File: config.mk
export PLATFORM = sky130hd
export DESIGN_NAME = decode_queue_flat
export DESIGN_NICKNAME = d
export VERILOG_FILES = /design/src/rtl/decode_queue_pkg.sv /design/src/rtl/decode_queue_if.sv /design/src/rtl/decode_queue_ram.sv /design/src/rtl/main_decoder.sv /design/src/rtl/decode_queue.sv /design/src/flat_wrapper.sv
export SDC_FILE = /design/constraint.sdc
export NUM_CORES = 1
export LEC_CHECK = 0
export CORE_MARGIN = 2
export CORE_UTILIZATION = 54
export DETAILED_ROUTE_END_ITERATION = 7
export PLACE_DENSITY = 0.81
export RECOVER_POWER = 25
export SETUP_SLACK_MARGIN = 0.4
export SYNTH_ARGS = -nofsm -noshare
export SYNTH_HDL_FRONTEND = slang
export SYNTH_HIERARCHICAL = 1
export SYNTH_SLANG_ARGS = --single-unit
File: constraint.sdc
create_clock -name clk -period 6.5 [get_ports clk]
set_input_delay 1.625 -clock clk [delete_from_list [all_inputs] [get_ports clk]]
set_output_delay 1.625 -clock clk [all_outputs]
set_load 0.05 [all_outputs]
File: src/rtl/decode_queue_pkg.sv
// ---------------------------------------------------------------------------
// Shared types for the decode front-end.
//   selector        : PC-source / operand-use / ALU selector enums
//   signals         : control_t, the decoded control word
//   decoder_util    : get_default_control(), the idle/NOP control word
//   decode_queue_pkg: queue entry type, is_cti() and width helpers
// ---------------------------------------------------------------------------
package selector;
    typedef enum logic [2:0] {
        PC_SRC_NEXT      = 3'd0,
        PC_SRC_JUMP      = 3'd1,
        PC_SRC_BRANCH    = 3'd2,
        PC_SRC_JUMP_REG  = 3'd3,
        PC_SRC_EXECPTION = 3'd4
    } pc_src_t;

    typedef enum logic [1:0] {
        OPERAND_USE_NONE  = 2'd0,
        OPERAND_USE_RS    = 2'd1,
        OPERAND_USE_RT    = 2'd2,
        OPERAND_USE_RS_RT = 2'd3
    } operand_use_t;

    typedef enum logic [2:0] {
        ALU_ADD = 3'd0,
        ALU_SUB = 3'd1,
        ALU_AND = 3'd2,
        ALU_OR  = 3'd3,
        ALU_SLL = 3'd4,
        ALU_LUI = 3'd5
    } alu_op_t;
endpackage

package signals;
    typedef struct packed {
        selector::pc_src_t      pc_src;
        selector::operand_use_t opd_use;
        selector::alu_op_t      alu_op;
        logic                   reg_write;
        logic                   mem_read;
        logic                   mem_write;
        logic                   imm_signed;
    } control_t;
endpackage

package decoder_util;
    // All-zero control: falls through to PC+4 and touches no state.
    function automatic signals::control_t get_default_control();
        signals::control_t c;
        c.pc_src     = selector::PC_SRC_NEXT;
        c.opd_use    = selector::OPERAND_USE_NONE;
        c.alu_op     = selector::ALU_ADD;
        c.reg_write  = 1'b0;
        c.mem_read   = 1'b0;
        c.mem_write  = 1'b0;
        c.imm_signed = 1'b0;
        return c;
    endfunction
endpackage

package decode_queue_pkg;
    typedef struct packed {
        logic [31:0] instr;
        logic [31:0] pc;
    } entry_t;

    // Control-transfer instructions open a delay slot for the next one.
    function automatic logic is_cti(input signals::control_t ctl);
        return (ctl.pc_src == selector::PC_SRC_JUMP)   ||
               (ctl.pc_src == selector::PC_SRC_BRANCH) ||
               (ctl.pc_src == selector::PC_SRC_JUMP_REG);
    endfunction

    function automatic int ptr_width(input int depth);
        return (depth > 1) ? $clog2(depth) : 1;
    endfunction

    // Level must represent DEPTH itself, hence depth+1.
    function automatic int level_width(input int depth);
        return $clog2(depth + 1);
    endfunction
endpackage

File: src/rtl/decode_queue_if.sv
// ---------------------------------------------------------------------------
// Fetch-side and consumer-side handshake bundle of decode_queue.
//   in_*  : fetch offers in_count packed lanes at in_pc (lane k at in_pc+4k)
//   out_* : one registered decoded instruction per cycle, valid/ready
// master = fetch + consumer (driver side), slave = decode_queue.
// ---------------------------------------------------------------------------
interface decode_queue_if #(
    parameter int FETCH_WIDTH = 2
);
    logic                               in_valid;
    logic                               in_ready;
    logic [$clog2(FETCH_WIDTH+1)-1:0]   in_count;
    logic [32*FETCH_WIDTH-1:0]          in_instr;
    logic [31:0]                        in_pc;

    logic                               out_valid;
    logic                               out_ready;
    logic [31:0]                        out_instr;
    logic [31:0]                        out_pc;
    signals::control_t                  out_ctl;
    logic                               out_delay_slot;

    modport master (
        output in_valid, in_count, in_instr, in_pc, out_ready,
        input  in_ready, out_valid, out_instr, out_pc, out_ctl, out_delay_slot
    );

    modport slave (
        input  in_valid, in_count, in_instr, in_pc, out_ready,
        output in_ready, out_valid, out_instr, out_pc, out_ctl, out_delay_slot
    );
endinterface

File: src/rtl/decode_queue_ram.sv
// ---------------------------------------------------------------------------
// DEPTH x entry_t storage for decode_queue.
//   we/waddr/wdata : FETCH_WIDTH independent write lanes (lane k at
//                    waddr[k*PW +: PW])
//   raddr/rdata    : asynchronous head read, so the decoder sees the head
//                    entry in the same cycle it is loaded
// ---------------------------------------------------------------------------
module decode_queue_ram
    import decode_queue_pkg::*;
#(
    parameter int DEPTH       = 8,
    parameter int FETCH_WIDTH = 2
)(
    input  logic                                   clk,
    input  logic [FETCH_WIDTH-1:0]                 we,
    input  logic [FETCH_WIDTH*ptr_width(DEPTH)-1:0] waddr,
    input  entry_t [FETCH_WIDTH-1:0]               wdata,
    input  logic [ptr_width(DEPTH)-1:0]            raddr,
    output entry_t                                 rdata
);
    localparam int PW = ptr_width(DEPTH);

    entry_t mem [DEPTH];

    // Lanes always target distinct addresses, so write order is irrelevant.
    always_ff @(posedge clk) begin
        for (int l = 0; l < FETCH_WIDTH; l++) begin
            if (we[l]) begin
                mem[waddr[l*PW +: PW]] <= wdata[l];
            end
        end
    end

    assign rdata = mem[raddr];
endmodule

File: src/rtl/main_decoder.sv
// ---------------------------------------------------------------------------
// Combinational MIPS-subset main decoder.
//   instr : 32-bit instruction word
//   ctl   : decoded control word; unknown encodings select PC_SRC_EXECPTION
// ---------------------------------------------------------------------------
module main_decoder
    import selector::*;
(
    input  logic [31:0]       instr,
    output signals::control_t ctl
);
    logic [5:0] opcode;
    logic [5:0] funct;
    logic       unused_fields;

    assign opcode        = instr[31:26];
    assign funct         = instr[5:0];
    // Register/immediate fields are consumed downstream, not here.
    assign unused_fields = ^instr[25:6];

    always_comb begin
        ctl = decoder_util::get_default_control();
        case (opcode)
            6'h00: begin
                case (funct)
                    6'h00: begin ctl.opd_use = OPERAND_USE_RT;    ctl.alu_op = ALU_SLL; ctl.reg_write = 1'b1; end
                    6'h08: begin ctl.opd_use = OPERAND_USE_RS;    ctl.pc_src = PC_SRC_JUMP_REG; end
                    6'h21: begin ctl.opd_use = OPERAND_USE_RS_RT; ctl.alu_op = ALU_ADD; ctl.reg_write = 1'b1; end
                    6'h23: begin ctl.opd_use = OPERAND_USE_RS_RT; ctl.alu_op = ALU_SUB; ctl.reg_write = 1'b1; end
                    6'h24: begin ctl.opd_use = OPERAND_USE_RS_RT; ctl.alu_op = ALU_AND; ctl.reg_write = 1'b1; end
                    6'h25: begin ctl.opd_use = OPERAND_USE_RS_RT; ctl.alu_op = ALU_OR;  ctl.reg_write = 1'b1; end
                    default: ctl.pc_src = PC_SRC_EXECPTION;
                endcase
            end
            6'h02: ctl.pc_src = PC_SRC_JUMP;
            6'h03: begin ctl.pc_src = PC_SRC_JUMP; ctl.reg_write = 1'b1; end
            6'h04, 6'h05: begin
                ctl.pc_src  = PC_SRC_BRANCH;
                ctl.opd_use = OPERAND_USE_RS_RT;
                ctl.alu_op  = ALU_SUB;
            end
            6'h09: begin ctl.opd_use = OPERAND_USE_RS; ctl.reg_write = 1'b1; ctl.imm_signed = 1'b1; end
            6'h0C: begin ctl.opd_use = OPERAND_USE_RS; ctl.alu_op = ALU_AND; ctl.reg_write = 1'b1; end
            6'h0D: begin ctl.opd_use = OPERAND_USE_RS; ctl.alu_op = ALU_OR;  ctl.reg_write = 1'b1; end
            6'h0F: begin ctl.alu_op = ALU_LUI; ctl.reg_write = 1'b1; end
            6'h23: begin
                ctl.opd_use    = OPERAND_USE_RS;
                ctl.reg_write  = 1'b1;
                ctl.mem_read   = 1'b1;
                ctl.imm_signed = 1'b1;
            end
            6'h2B: begin
                ctl.opd_use    = OPERAND_USE_RS_RT;
                ctl.mem_write  = 1'b1;
                ctl.imm_signed = 1'b1;
            end
            default: ctl.pc_src = PC_SRC_EXECPTION;
        endcase
    end
endmodule

File: src/rtl/decode_queue.sv
// ---------------------------------------------------------------------------
// Buffered decode front-end: up to FETCH_WIDTH instructions per cycle are
// queued, the head is decoded and presented as one registered control word
// per cycle, tagged with its PC and delay-slot status.
//   clk, reset_n : clock, asynchronous active-low reset
//   flush        : synchronous discard of queue, output and halt state
//   bus (slave)  : in_* fetch handshake, out_* decoded-output handshake
//   halted       : dequeue stopped after an exception-class decode
//   level        : occupied queue entries (output register excluded)
// ---------------------------------------------------------------------------
module decode_queue
    import decode_queue_pkg::*;
#(
    parameter int DEPTH       = 8,
    parameter int FETCH_WIDTH = 2,
    parameter int STOP_ON_EXC = 1
)(
    input  logic                          clk,
    input  logic                          reset_n,
    input  logic                          flush,
    decode_queue_if.slave                 bus,
    output logic                          halted,
    output logic [level_width(DEPTH)-1:0] level
);
    localparam int   PW   = ptr_width(DEPTH);
    localparam int   LW   = level_width(DEPTH);
    localparam int   CW   = $clog2(FETCH_WIDTH + 1);
    localparam logic STOP = (STOP_ON_EXC != 0);

    logic [PW-1:0]      wr_ptr_reg, wr_ptr_next;
    logic [PW-1:0]      rd_ptr_reg, rd_ptr_next;
    logic [LW-1:0]      level_reg, level_next;
    logic               out_valid_reg, out_valid_next;
    logic               out_ds_reg, out_ds_next;
    logic               cti_pending_reg, cti_pending_next;
    logic               halted_reg, halted_next;
    entry_t             out_entry_reg, out_entry_next;
    signals::control_t  out_ctl_reg, out_ctl_next;

    logic                     enq;
    logic                     load;
    logic [FETCH_WIDTH-1:0]   lane_we;
    logic [FETCH_WIDTH*PW-1:0] lane_addr;
    entry_t [FETCH_WIDTH-1:0] lane_data;
    entry_t                   head_entry;
    signals::control_t        head_ctl;

    // Registered level only: no path from out_ready into in_ready.
    assign bus.in_ready = (LW'(DEPTH) - level_reg) >= LW'(FETCH_WIDTH);
    assign enq          = bus.in_valid && bus.in_ready;
    assign load         = (level_reg != '0) && (!out_valid_reg || bus.out_ready) && !halted_reg;

    generate
        for (genvar gi = 0; gi < FETCH_WIDTH; gi++) begin : g_lane
            assign lane_we[gi]              = enq && (CW'(gi) < bus.in_count);
            assign lane_addr[gi*PW +: PW]   = wr_ptr_reg + PW'(gi);
            assign lane_data[gi].instr      = bus.in_instr[32*gi +: 32];
            assign lane_data[gi].pc         = bus.in_pc + 32'(4*gi);
        end
    endgenerate

    decode_queue_ram #(
        .DEPTH       (DEPTH),
        .FETCH_WIDTH (FETCH_WIDTH)
    ) u_ram (
        .clk   (clk),
        .we    (lane_we),
        .waddr (lane_addr),
        .wdata (lane_data),
        .raddr (rd_ptr_reg),
        .rdata (head_entry)
    );

    main_decoder u_dec (
        .instr (head_entry.instr),
        .ctl   (head_ctl)
    );

    always_comb begin
        wr_ptr_next      = wr_ptr_reg;
        rd_ptr_next      = rd_ptr_reg;
        level_next       = level_reg;
        out_valid_next   = out_valid_reg;
        out_ds_next      = out_ds_reg;
        cti_pending_next = cti_pending_reg;
        halted_next      = halted_reg;
        out_entry_next   = out_entry_reg;
        out_ctl_next     = out_ctl_reg;

        if (flush) begin
            // Flush overrides any same-cycle enqueue/load; out_* data holds.
            wr_ptr_next      = '0;
            rd_ptr_next      = '0;
            level_next       = '0;
            out_valid_next   = 1'b0;
            cti_pending_next = 1'b0;
            halted_next      = 1'b0;
        end else begin
            wr_ptr_next = wr_ptr_reg + (enq ? PW'(bus.in_count) : '0);
            rd_ptr_next = rd_ptr_reg + (load ? PW'(1) : '0);
            level_next  = level_reg + (enq ? LW'(bus.in_count) : '0) - (load ? LW'(1) : '0);

            if (load) begin
                out_valid_next   = 1'b1;
                out_entry_next   = head_entry;
                out_ctl_next     = head_ctl;
                // Delay-slot tag reflects the previously emitted instruction.
                out_ds_next      = cti_pending_reg;
                cti_pending_next = is_cti(head_ctl);
                halted_next      = halted_reg ||
                                   (STOP && (head_ctl.pc_src == selector::PC_SRC_EXECPTION));
            end else if (out_valid_reg && bus.out_ready) begin
                out_valid_next = 1'b0;
            end
        end
    end

    always_ff @(posedge clk or negedge reset_n) begin
        if (!reset_n) begin
            wr_ptr_reg      <= '0;
            rd_ptr_reg      <= '0;
            level_reg       <= '0;
            out_valid_reg   <= 1'b0;
            out_ds_reg      <= 1'b0;
            cti_pending_reg <= 1'b0;
            halted_reg      <= 1'b0;
            out_entry_reg   <= '0;
            out_ctl_reg     <= decoder_util::get_default_control();
        end else begin
            wr_ptr_reg      <= wr_ptr_next;
            rd_ptr_reg      <= rd_ptr_next;
            level_reg       <= level_next;
            out_valid_reg   <= out_valid_next;
            out_ds_reg      <= out_ds_next;
            cti_pending_reg <= cti_pending_next;
            halted_reg      <= halted_next;
            out_entry_reg   <= out_entry_next;
            out_ctl_reg     <= out_ctl_next;
        end
    end

    assign bus.out_valid      = out_valid_reg;
    assign bus.out_instr      = out_entry_reg.instr;
    assign bus.out_pc         = out_entry_reg.pc;
    assign bus.out_ctl        = out_ctl_reg;
    assign bus.out_delay_slot = out_ds_reg;
    assign halted             = halted_reg;
    assign level              = level_reg;
endmodule
File: src/flat_wrapper.sv
// flat-port wrapper written by rule: the top's interface ports become plain ports
module decode_queue_flat import decode_queue_pkg::*;
#(
    parameter int DEPTH       = 8,
    parameter int FETCH_WIDTH = 2,
    parameter int STOP_ON_EXC = 1
)
  (clk, reset_n, flush, halted, level, bus_in_valid, bus_in_count, bus_in_instr, bus_in_pc, bus_out_ready, bus_in_ready, bus_out_valid, bus_out_instr, bus_out_pc, bus_out_ctl, bus_out_delay_slot);
  decode_queue_if #(.FETCH_WIDTH(FETCH_WIDTH)) bus_i ();
  input  logic clk;
  input  logic reset_n;
  input  logic flush;
  output logic halted;
  output logic [level_width(DEPTH)-1:0] level;
  input wire logic [$bits(bus_i.in_valid)-1:0] bus_in_valid;
  input wire logic [$bits(bus_i.in_count)-1:0] bus_in_count;
  input wire logic [$bits(bus_i.in_instr)-1:0] bus_in_instr;
  input wire logic [$bits(bus_i.in_pc)-1:0] bus_in_pc;
  input wire logic [$bits(bus_i.out_ready)-1:0] bus_out_ready;
  output wire logic [$bits(bus_i.in_ready)-1:0] bus_in_ready;
  output wire logic [$bits(bus_i.out_valid)-1:0] bus_out_valid;
  output wire logic [$bits(bus_i.out_instr)-1:0] bus_out_instr;
  output wire logic [$bits(bus_i.out_pc)-1:0] bus_out_pc;
  output wire logic [$bits(bus_i.out_ctl)-1:0] bus_out_ctl;
  output wire logic [$bits(bus_i.out_delay_slot)-1:0] bus_out_delay_slot;
  assign bus_i.in_valid = bus_in_valid;
  assign bus_i.in_count = bus_in_count;
  assign bus_i.in_instr = bus_in_instr;
  assign bus_i.in_pc = bus_in_pc;
  assign bus_i.out_ready = bus_out_ready;
  assign bus_in_ready = bus_i.in_ready;
  assign bus_out_valid = bus_i.out_valid;
  assign bus_out_instr = bus_i.out_instr;
  assign bus_out_pc = bus_i.out_pc;
  assign bus_out_ctl = bus_i.out_ctl;
  assign bus_out_delay_slot = bus_i.out_delay_slot;
  decode_queue #(.DEPTH(DEPTH), .FETCH_WIDTH(FETCH_WIDTH), .STOP_ON_EXC(STOP_ON_EXC)) u_core (.clk(clk), .reset_n(reset_n), .flush(flush), .bus(bus_i), .halted(halted), .level(level));
endmodule
Yosys cells after proc, flatten, opt, wreduce, memory -nomap -nowiden
Memory sizes are Yosys's and may differ from the RTL's. Index checks and enable logic that the tools add are counted.

Output and inout port bits: 84. Word-level logic and storage cells: 102. Memories: 1. RAM bits: 512. Bits of input ports: 103. Bits in registers: 90.

$lt $le $gt $ge: 3. Multiplexer cells: 28. Reductions and logical operators: 27. Add/subtract/negate cells: 7. Equal/unequal tests: 19. Bitwise gates (word level): 1.

Memory list: u_core.u_ram.mem (words 8, width 64, read ports 1, clocked after Yosys merged registers in 0, write ports 2, line decode_queue_ram.sv:23) `entry_t mem [DEPTH];`.

Operator list (number): equality test 6 bit, second input constant (6); adder 32 x 3 -> 32 bit, second input constant (1); equality test 6 x 4 -> 1 bit, second input constant (5); one-hot mux 4 bit (5 select lines) (1); two-way mux 1 bit (16); one-hot mux 3 bit (5 select lines) (1); equality test 6 x 2 -> 1 bit, second input constant (2); equality test 6 x 3 -> 1 bit, second input constant (2); logical NOT 6 bit (2); one-hot mux 2 bit (3 select lines) (2); one-hot mux 3 bit (4 select lines) (1); OR reduction 6 bit (2); OR reduction 4 bit (2); adder 3 bit (2); equality test 3 x 2 -> 1 bit, second input constant (2); logical AND 1 bit (6); two-way mux 3 bit (2); one-hot mux 3 bit (2 select lines) (1); OR reduction 3 bit (2); OR reduction 5 bit (1); adder 4 bit (1); greater-or-equal comparator 4 x 2 -> 1 bit, second input constant (1); logical OR 1 bit (4); less-than comparator 1 x 2 -> 1 bit, first input constant (2); other kinds (15) (18).

Depth between registers and ports, before layout
An unclocked memory read counts as a cell.

Depth in word-level cells: 10. Gate-level depth with buffers: 13. Depth with buffers taken out: 13.

Cells and area by module
Netlist, hierarchy kept.

By module, submodules not included: decode_queue_ram (times used 1, seq. area each 15374.7 um^2, area each 25463.2 um^2, cells an instance 1330); decode_queue (times used 1, seq. area each 2252.2 um^2, area each 4406.7 um^2, cells an instance 322); main_decoder (times used 1, seq. area each 0.0 um^2, area each 395.4 um^2, cells an instance 61).

Worst setup path before layout
No wires, ideal clock.

Path type: in2reg. Start: input port bus_in_valid. End: memory u_core/u_ram/mem[6][0] (netlist bit) (enable). Data required time: 5926 ps. Path slack: -649 ps. Path buffers: 0. Cell stages on the path: 4. Arrival: 6575 ps. Library setup time: 574 ps. Path through: o31ai_1 a21oi_1 nand2b_1 o21ai_0.

RTL lines: start, declared (line flat_wrapper.sv:15) `input wire logic [$bits(bus_i.in_valid)-1:0] bus_in_valid;`; end, declared (line decode_queue_ram.sv:23).

==> flow_summary_export.csv <==
group,metric,value,unit
drt,via_per_inst,6.26,
placement,dp_hpwl,40.9,mm
sta,tightest_slew,3.78,ns
clock_network,cts-root-buf,"clkbuf_16",
min_path,hold_path.class,"register to register",
min_path,whs_path_depth,1,
power,power.density,374,nW/um2
synth,syn_nets,1831,
run_status,status,"complete, but fails checks",
sta,finClkSkew,0.0165,ns
worst_setup_path,crit_type,"input pin to register",
drt,first_pass_iters,5,
worst_setup_path,reg2reg_to,"u_core/u_ram/mem[1][57]$_DFFE_PP_",
synth,synth_edf_count,512,
run,drv_cap,6,
clock_network,clockBufferDepth,3,
clock_network,htreeDepth,2,
die,io_pins,187,
worst_setup_path,r2r_cells,9,
synth,synth_top_area_share,50.8,%
synth,synth_warnings,6,
clock_network,post_cts.repair.setup_buffers,0,
sta,period_share,82.0,%
synth,synth_ff_type,"edfxtp_1",
clock_network,postCtsResizedCells,0,
global_route,grt_pass1_vias,17561,
die,die_w,241,um
drt,drt-initial-drc-count,1535,
synth,synthCells,1713,
global_route,grt_overflow,0,
worst_setup_path,crit_slowest_cell,"a31o_1",
min_path,min_to,"u_core/bus.out_instr[7]$_DFFE_PN0P_",
worst_setup_path,worstSetupEndpointType,"register",
drt,ant_nets,0,
clock_network,cts_tree,"done",
sta,rsz0062_at_grt,"no",
die,start_util,54.7,%
global_route,grt_usage,24.8,%
die,core_area,55300,um2
placement,globalplace.congestion,0.828,
worst_setup_path,crit_required,6.80,ns
worst_setup_path,r2r_slack,1.63,ns
worst_setup_path,crit_path_max_fanout,42,
sta,hold_viol,0,
drt,drc_errors,0,
placement,numPortBuffers,186,
run_status,violations,"max-capacitance violations, max-slew violations",
cells_and_area,layout-drive-gt1-share,46.2,%
sta,maxSlewHeadroom,-152,%
sta,slew_violations,218,
clock_network,clkSinkCount,602,
global_route,grt_start_max_net_pins,65,
synth,synthDistinctLibCells,62,
clock_network,cts_made_buffers,59,
clock_network,clkLatencyLatePin,0.62,ns
sta,clock.fmax,188,MHz
clock_network,clkSlewWorstSetupHoldPaths,0.06,ns
worst_setup_path,startpoint_type,"input pin",
cells_and_area,nNetsFinal,2005,
min_path,hp-start,"u_core/bus.out_instr[7]$_DFFE_PN0P_",
worst_setup_path,critical_path.max_stage_delay,1.92,ns
synth,netlist_area,30300,um2
power,ir_worst_vdd,0.247,mV
worst_setup_path,reg2reg_from,"u_core/level[0]$_DFF_PN0_",
synth,synth-async-reset-ratio,15.0,%
sta,setup_viol,0,
worst_setup_path,path_cells,"dlygate4sd3_1 -> o31ai_1 -> nor2_1 -> and4bb_4 -> a31o_1 -> buf_4",
clock_network,holdBufCountCts,0,
sta,fin_hold_ws,0.481,ns
cells_and_area,largest_reg_flops,512,
die,die_area,58000,um2
synth,synth_top_cell_by_area,"edfxtp_1",
synth,synth_area_leaders,"edfxtp_1 (51%), mux2_2 (23%), mux4_2 (9.5%)",
die,rows,86,
global_route,antenna_found_initial,7,
drt,vias,16806,
drt,wl_per_cell,26.5,um
sta,min_period,5.33,ns
drt,wl,71.2,mm
synth,yosysSeqAreaShare,58.2,%
worst_setup_path,arrival,5.62,ns
global_route,grt_pass1_wl,108,mm
cells_and_area,area.growth.synth_to_final,13.9,%
die,die_y,241,um
synth,avgSynthCellArea,17.7,um2
synth,ys_ff_latch,602,
power,p_leak,11.5,nW
cells_and_area,fin_area,34500,um2
placement,placed_area,32800,um2
## critical path, delay by kind of cell
kind                   cells  cell delay [ns]
AO/OA/AOI/OAI              2             2.06
buffers and inverters      2             1.10
AND/OR/NAND/NOR            2             0.81
## worst max path at each step
stage	from	end	slack (ns)	cells past startpoint
4_1_cts	u_core/level[0]$_DFF_PN0_	bus_in_ready	2.05	6
5_1_grt	bus_in_valid	u_core/u_ram/mem[1][16]$_DFFE_PP_	1.04	6
3_3_place_gp	bus_in_valid	u_core/u_ram/mem[0][48]$_DFFE_PP_	1.66	7
2_1_floorplan	bus_in_valid	u_core/u_ram/mem[3][0]$_DFFE_PP_	-0.63	4
6_report	bus_in_valid	u_core/u_ram/mem[1][57]$_DFFE_PP_	1.17	6
3_5_place_dp	bus_in_valid	u_core/u_ram/mem[0][9]$_DFFE_PP_	1.57	7
## synthesized netlist by cell type, types with 3 or more instances
library cell,count
a21oi_1,7
a31oi_1,3
and3_1,7
and3b_1,3
and4_1,4
and4bb_2,3
buf_1,9
buf_12,3
buf_2,43
buf_4,24
buf_6,11
clkbuf_1,16
dfrtp_1,90
edfxtp_1,512
ha_1,13
inv_1,21
mux2_2,623
mux2_4,30
mux4_2,128
nand2_1,14
nand2b_1,3
nand3_1,13
nand4_1,9
nand4b_1,3
nor2_1,23
nor2b_1,7
nor3_1,3
nor4_4,3
o21ai_0,9
or3_1,4
xnor2_1,22
xor2_1,12
## cell usage in the layout, fill, tap and decap left out, types with 8 or more instances in the layout
cell type,netlist,final
buf_4,24,31
clkbuf_1,16,22
clkbuf_16,0,61
clkbuf_8,0,11
clkdlybuf4s50_1,0,100
dfrtp_1,90,87
dlygate4sd3_1,0,85
edfxtp_1,512,512
ha_1,13,13
inv_1,21,21
mux2_1,0,19
mux2_2,623,623
mux2_4,30,11
mux4_2,128,128
nand2_1,14,14
nand3_1,13,13
nand4_1,9,9
nor2_1,23,23
nor2b_1,7,8
xnor2_1,22,22
xor2_1,12,12
## layout make-up
type	instances	area (um2)
timing repair buffer	220	2130
clock inverter	16	77.6
clock buffer	92	1750
multi-input combinational	983	11800
tap	748	936
inverter	21	78.8
antenna	3	7.51
sequential	602	17600
fill	3931	20800
## cell families after synthesis
kind of cell | count (synthesis) | share of synthesized area, %
flip-flops | 602 | 58.2
XOR/XNOR | 34 | 0.984
AO/OA/AOI/OAI | 36 | 0.831
AND/OR/NAND/NOR | 114 | 2.45
adder cells (fa/ha/maj) | 16 | 0.703
multiplexers | 783 | 34.3
buffers and inverters | 128 | 2.53
## stage by stage
stage          utilization [%]  setup slack (ns)  cells  TNS [ns]  power, mW
3_3_place_gp              59.3              1.66   2574         0       9.81
5_1_grt                   62.3              1.04   2684         0       13.4
3_5_place_dp              59.3              1.57   2574         0       9.92
2_1_floorplan                -            -0.635   1713   -121.24       8.59
4_1_cts                   62.6              2.05   2682         0       13.2
6_report                  62.3              1.17   2685         0       12.9
## report_power, final
group / switching [mW] / internal, mW / total, mW
Clock: 1.42 / 1.84 / 3.26
Sequential: 0.350 / 4.94 / 5.29
Combinational: 2.50 / 1.85 / 4.35
## per-layer routing
metal  GRT usage (%)  up-vias  wire length, um
met2            41.4      593            35200
li1                -     7231                -
met3            4.07      118             4650
met5               0        -               69
met4            6.88       10             1610
met1            34.0     8854            29600
Power figures use the tool's default switching activity.
